==> src/rtl/onehot_index_encoder.sv <==
// onehot_index_encoder
//   Captures a 2**N-bit multi-hot vector and emits the N-bit index of every
//   set bit, lowest index first, one index per out_valid/out_ready handshake.
//   A one-cycle done pulse marks the end of each accepted vector.
//
// Handshake: an index transfers on a rising edge where out_valid && out_ready.
//   Once out_valid is high it stays high, with out_idx/out_count stable,
//   until that transfer happens. load is a request that is accepted only
//   while busy=0. While busy=1 it is ignored and in is not sampled.
//
// Ports:
//   clk        rising-edge clock
//   reset      synchronous, active-high reset
//   load       capture request (accepted only while busy=0)
//   in         multi-hot vector to encode (2**N bits)
//   busy       high while indices are pending (state EMIT)
//   out_valid  out_idx holds a valid index (state EMIT)
//   out_ready  consumer accepts out_idx when out_valid=1
//   out_idx    index of the lowest pending set bit (0 when none pending)
//   out_count  indices emitted since the last accepted load (N+1 bits)
//   zero       last accepted load carried an all-zero vector
//   done       one-cycle pulse after a vector is fully processed
//   dbg_state  current FSM state (0=IDLE, 1=EMIT) for checkers
module onehot_index_encoder #(
  parameter int N = 2
) (
  input  logic            clk,
  input  logic            reset,
  input  logic            load,
  input  logic [2**N-1:0] in,
  output logic            busy,
  output logic            out_valid,
  input  logic            out_ready,
  output logic [N-1:0]    out_idx,
  output logic [N:0]      out_count,
  output logic            zero,
  output logic            done,
  output logic            dbg_state
);

  localparam int W = 2**N;

  typedef enum logic {
    IDLE = 1'b0,
    EMIT = 1'b1
  } state_t;

  state_t         state_q;
  logic [W-1:0]   pending_q;
  logic [N:0]     count_q;
  logic           zero_q;
  logic           done_q;

  logic [W-1:0]   pending_d;
  logic [N-1:0]   lowest_idx;
  logic           handshake;

  // Clearing the lowest set bit: x & (x - 1).
  assign pending_d = pending_q & (pending_q - W'(1));

  // Priority scan from the top down, so the lowest set bit wins.
  always_comb begin
    lowest_idx = '0;
    for (int i = W - 1; i >= 0; i--) begin
      if (pending_q[i]) begin
        lowest_idx = N'(i);
      end
    end
  end

  assign handshake = (state_q == EMIT) && out_ready;

  always_ff @(posedge clk) begin
    if (reset) begin
      state_q   <= IDLE;
      pending_q <= '0;
      count_q   <= '0;
      zero_q    <= 1'b0;
      done_q    <= 1'b0;
    end else begin
      done_q <= 1'b0;
      case (state_q)
        IDLE: begin
          if (load) begin
            pending_q <= in;
            count_q   <= '0;
            if (in != '0) begin
              zero_q  <= 1'b0;
              state_q <= EMIT;
            end else begin
              // Empty vector completes immediately without emitting.
              zero_q  <= 1'b1;
              done_q  <= 1'b1;
            end
          end
        end
        EMIT: begin
          if (handshake) begin
            pending_q <= pending_d;
            count_q   <= count_q + (N+1)'(1);
            if (pending_d == '0) begin
              state_q <= IDLE;
              done_q  <= 1'b1;
            end
          end
        end
        default: begin
          state_q <= IDLE;
        end
      endcase
    end
  end

  assign busy      = (state_q == EMIT);
  assign out_valid = (state_q == EMIT);
  assign out_idx   = lowest_idx;
  assign out_count = count_q;
  assign zero      = zero_q;
  assign done      = done_q;
  assign dbg_state = state_q;

endmodule

==> config.mk <==
export PLATFORM = sky130hd
export DESIGN_NAME = onehot_index_encoder
export DESIGN_NICKNAME = d
export VERILOG_FILES = /design/src/rtl/onehot_index_encoder.sv
export SDC_FILE = /design/constraint.sdc
export NUM_CORES = 1
export LEC_CHECK = 0
export BUFFER_PORTS_ARGS = -buffer_cell sky130_fd_sc_hd__buf_2
export CAP_MARGIN = 30
export CORE_AREA = 3 3 40 42
export DETAILED_ROUTE_END_ITERATION = 10
export DIE_AREA = 0 0 43 45
export HOLD_SLACK_MARGIN = 0.08
export SLEW_MARGIN = 20
export SYNTH_ARGS = -nofsm -noshare
export SYNTH_HDL_FRONTEND = slang
export SYNTH_SLANG_ARGS = --single-unit
==> constraint.sdc <==
create_clock -name clk -period 1.15 [get_ports clk]
set_input_delay 0.23 -clock clk [delete_from_list [all_inputs] [get_ports clk]]
set_output_delay 0.23 -clock clk [all_outputs]
set_load 0.03 [all_outputs]
======== After elaboration in Yosys (flattened, before gate mapping) ========
Index checks and enable logic that the tools add are counted.
storage, ports and cells
  bits of input ports ..................... 8
  bits in registers ....................... 10
  output and inout bits ................... 10
operators by class
  muxes and demuxes ....................... 20
  bitwise operators ....................... 2
  add/sub/neg operators ................... 2
  reduce and logical (&&, ||, !) cells .... 5
  equal/unequal tests ..................... 2
operators with widths
  cell                   number
  $mux W1                8
  $mux W2                4
  $mux W4                2
  $pmux W4 S2            1
  $mux W3                2
  $pmux W3 S2            1
  $and A4 B4 Y4          1
  $logic_not A4 Y1       1
  $pmux W1 S2            2
  $reduce_and A2 Y1      2
  $reduce_bool A4 Y1     1
  $sub A4 B1 Y4 const B  1
  $add A3 B1 Y3 const B  1
  $ne A2 B1 Y1 const B   1
  $ne A2 B2 Y1 const B   1
  $logic_and A1 B1 Y1    1
  $not A1 Y1             1

======== Logic depth before layout (Yosys ltp) ========
  word-level depth ........................ 6
  mapped depth ............................ 5

======== Least setup slack after synthesis ========
OpenSTA, ideal clock, no wires.
  path kind ............................... register to register
  start ................................... register state_q, in the netlist busy
  end ..................................... register pending_q[2]
  path buffers ............................ 1
  slack ................................... -177 ps
  setup time .............................. 124 ps
  cell stages (with the launch flop) ...... 5
  data arrival time ....................... 1203 ps
  clock period less this slack ............ 1327 ps
  cell sequence ........................... dfxtp_1 > buf_2 > nand2_1 > o311ai_1 > a21oi_1
between the ends
  longest elaborated chain between the ends .. 3
  elaborated cells between the ends (all ways) .. 6
  classes of those cells .................. 2 x eq/ne; 1 x mux; 1 x bitwise; 2 x reduce/logical
RTL lines
  element                                                        RTL line  source
  from (decl)                                                    48        state_t state_q;
  from (signal assigned)                                         75        state_q <= IDLE;
  from (signal assigned)                                         89        state_q <= EMIT;
  from (signal assigned)                                         102       state_q <= IDLE;
  $logic_and A1 B1 Y1 or $not A1 Y1 (tied branches)              n/a
  $ne A2 B1 Y1 (no source line) or $ne A2 B2 Y1 (tied branches)  n/a
  $reduce_and A2 Y1 (no source line)                             n/a
  to (signal assigned)                                           85        pending_q <= in;
  to (signal assigned)                                           99        pending_q <= pending_d;
  to (decl)                                                      49        logic [W-1:0] pending_q;
Parallel ways exist; a longest one is shown, timed or not.
A chain may end at the register's enable or synchronous reset.

======== Worst setup path in the final report ========
  start ................................... register pending_q[1]
  end ..................................... output out_idx[1]
between the ends
  longest elaborated chain between the ends .. 2
RTL lines
  element               RTL line  source
  $mux W2 (2 in a row)  65        if (pending_q[i]) begin
  to (decl)             34        output logic [N-1:0] out_idx,
No other way between the ends.

==> results_dict.tcl <==
set metrics [dict create \
    status "complete, but fails checks" \
    violations "negative setup slack" \
    report.power.total_mw 0.911 \
    synthDistinctLibCells 24 \
    critPathKind "flop to primary output" \
    placeableCoreArea_sq_um 1280 \
    syn2layout_area_growth_pct 47.3 \
    cts_hold_buffers 0 \
    peakVddDrop_mv 0.647 \
    holdWs_ns 0.207 \
    synth_cells 58 \
    final_cell_mix "buf_2, buf_4, nor2_1, a21oi_1" \
    viasPerCell 5.13 \
    finClkSkew_ns 0.00480 \
    syn_avg_cell_area_sq_um 8.39 \
    cp_top_family "flip-flops" \
    netlist.area_leader.share 0.411 \
    grt-ovfl-total 0 \
    start_util 0.379 \
    hold_viol 0 \
    rsz0062_at_grt "yes" \
    fin_crit_ns 1.28 \
    clk_latency_ns 0.27 \
    ys_seq_elements 10 \
    synthTopCellsByArea "dfxtp_1, a21oi_1, nor2_1, buf_4, mux2i_1" \
    setup_slack_ns -0.128 \
    route.detailed.drc 0 \
    crit_path_cell_trace "buf_6 -> nor3_2 -> buf_4" \
    drt_first_pass_iters 2 \
    detailroute.via_count 503 \
    tightest_slew_ns 0.240 \
    hp-class "input pin to flop" \
    antennaDiodeCount 0 \
    grt_pass1_vias 430 \
    yosysTopAreaCell "dfxtp_1" \
    grt_pass1_wl_microns 1760 \
    cts_root_buf "clkbuf_4" \
    crit_buf_inv 2 \
    wl_met3_microns 59 \
    wl_met1_microns 507 \
    cts-buffers-inserted 3 \
    grt_max_degree 13 \
    drt_iter0_drc 10 \
    place.port_buffers 17 \
    clkSlewWorstSetupHoldPaths_ns 0.07 \
    synth_nets 67 \
    wl_microns 1070 \
    synth_area_sq_um 487 \
    maxCapViolCount 0 \
    start_kind "flop" \
    n_fill_cell 119 \
    fp.dieArea_sq_um 1940 \
    crit_required_ns 0.92 \
    fmax_mhz 783 \
    cp_max_fo 4 \
    synth-seq-area-share 0.411 \
    power_density_nw_per_um2 1270 \
    antenna_found_initial 0 \
    wl_per_cell_microns 10.9 \
    post-dp-hpwl_microns 816 \
    ys_warn_count 0 \
    slowest_delay_ns 0.33 \
    pre_cts_ws_ns -0.145 \
    drive_gt1_frac 0.506 \
    final_util 0.558 \
    arrival_ns 1.05 \
    gp_congestion 0.811 \
    num_rows 13 \
    antenna_left 0 \
    critPathCaptureType "primary output" \
    die_h_microns 45 \
    leakage_nw 0.323 \
    crit_slowest_cell "dfxtp_2" \
    top_layer "met4" \
    dr_wl_met2_microns 486 \
    finalSetupViolations 4 \
    track_usage 0.121 \
    cts_tree "yes" \
    final.setup.tns_ns -0.311 \
    finalMaxSlewViolations 0 \
    layout_commonest_cell "buf_2" \
    die_x_microns 43 \
    fin_nets 93 \
    io_pins 18 \
    cts_htree_levels 1 \
    clk_path_buf_depth 2 \
    slew_headroom 0.836 \
    min_period_over_period 1.11 \
    cts.sinks 10 \
]
[worst register-to-register path, cell delays in order (launching register included)]
cell	delay (ns)
dfxtp_2	0.33
buf_6	0.11
or3_4	0.39
o211ai_1	0.19
a21oi_1	0.08
[synthesized netlist by cell type]
library cell,instances
a21oi_1,8
a22oi_1,2
a311oi_1,1
a31oi_1,1
a32oi_1,1
buf_2,2
buf_4,3
dfxtp_1,10
ha_1,1
inv_1,1
maj3_1,1
mux2i_1,2
nand2_1,5
nand2b_1,1
nand3_1,1
nor2_1,7
nor2b_1,2
nor3_1,2
o211ai_1,1
o21ai_1,2
o311ai_1,1
or2_1,1
or3_1,1
or4_4,1
[cell families (layout without fill, tap and decap cells)]
family | Yosys count | after routing | share of synthesized area
and+or+nand+nor | 21 | 21 | 0.211
AOI/OAI and AO/OA | 17 | 17 | 0.216
DFF | 10 | 10 | 0.411
buffers and inverters | 6 | 31 | 0.0745
adders and majority gates | 2 | 2 | 0.0463
muxes | 2 | 2 | 0.0411
[power by group]
group	internal, mW	leakage [nW]	switching [mW]	total (mW)
clock	0.192	0.0210	0.131	0.323
sequential	0.364	0.0838	0.0204	0.384
combinational	0.0947	0.218	0.109	0.204
total	0.650	0.323	0.261	0.911
[sequential cells by signal, summed over array words and instances, names as in the netlist]
name,count
pending_q,4
out_count,3
busy,1
done,1
zero,1
[per-layer routing]
| metal | track usage | vias up |
|---|---|---|
| met5 | 0 | - |
| met4 | 0.0361 | 0 |
| met3 | 0.0359 | 4 |
| met2 | 0.189 | 12 |
| met1 | 0.163 | 228 |
| li1 | - | 259 |
[area by class of cell]
class	count	area, sq um	area share
Sequential cell	10	209	0.291
Tap cell	15	18.8	0.0262
Inverter	1	3.75	0.00524
Multi-Input combinational cell	42	269	0.375
Clock buffer	4	36.3	0.0506
Timing Repair Buffer	26	180	0.251
[per-stage QoR]
step                      instances  area (sq um)
after floorplan                  58           495
after global placement           92           617
after detailed placement         92           617
after CTS                        98           696
after global routing             98           717
final                            98           717
[path summary, 6_finish.rpt]
path / cells after the start / start / slack [ns] / endpoint
max: 3 / pending_q[1] / -0.13 / out_idx[1]
min: 3 / in[3] / 0.21 / pending_q[3]
max reg2reg: 4 / pending_q[1] / -0.06 / pending_q[3]
min reg2reg: 2 / zero / 0.46 / zero
[timing repair]
action / in CTS / in global routing
endpoints found under the setup margin: 6 / 8
endpoints found under the hold margin: 0 / 0
gates resized for setup: 12 / 7
setup buffers: 2 / 0
pin swaps: 4 / 7
No activity file was read; power rests on OpenSTA's default activity.
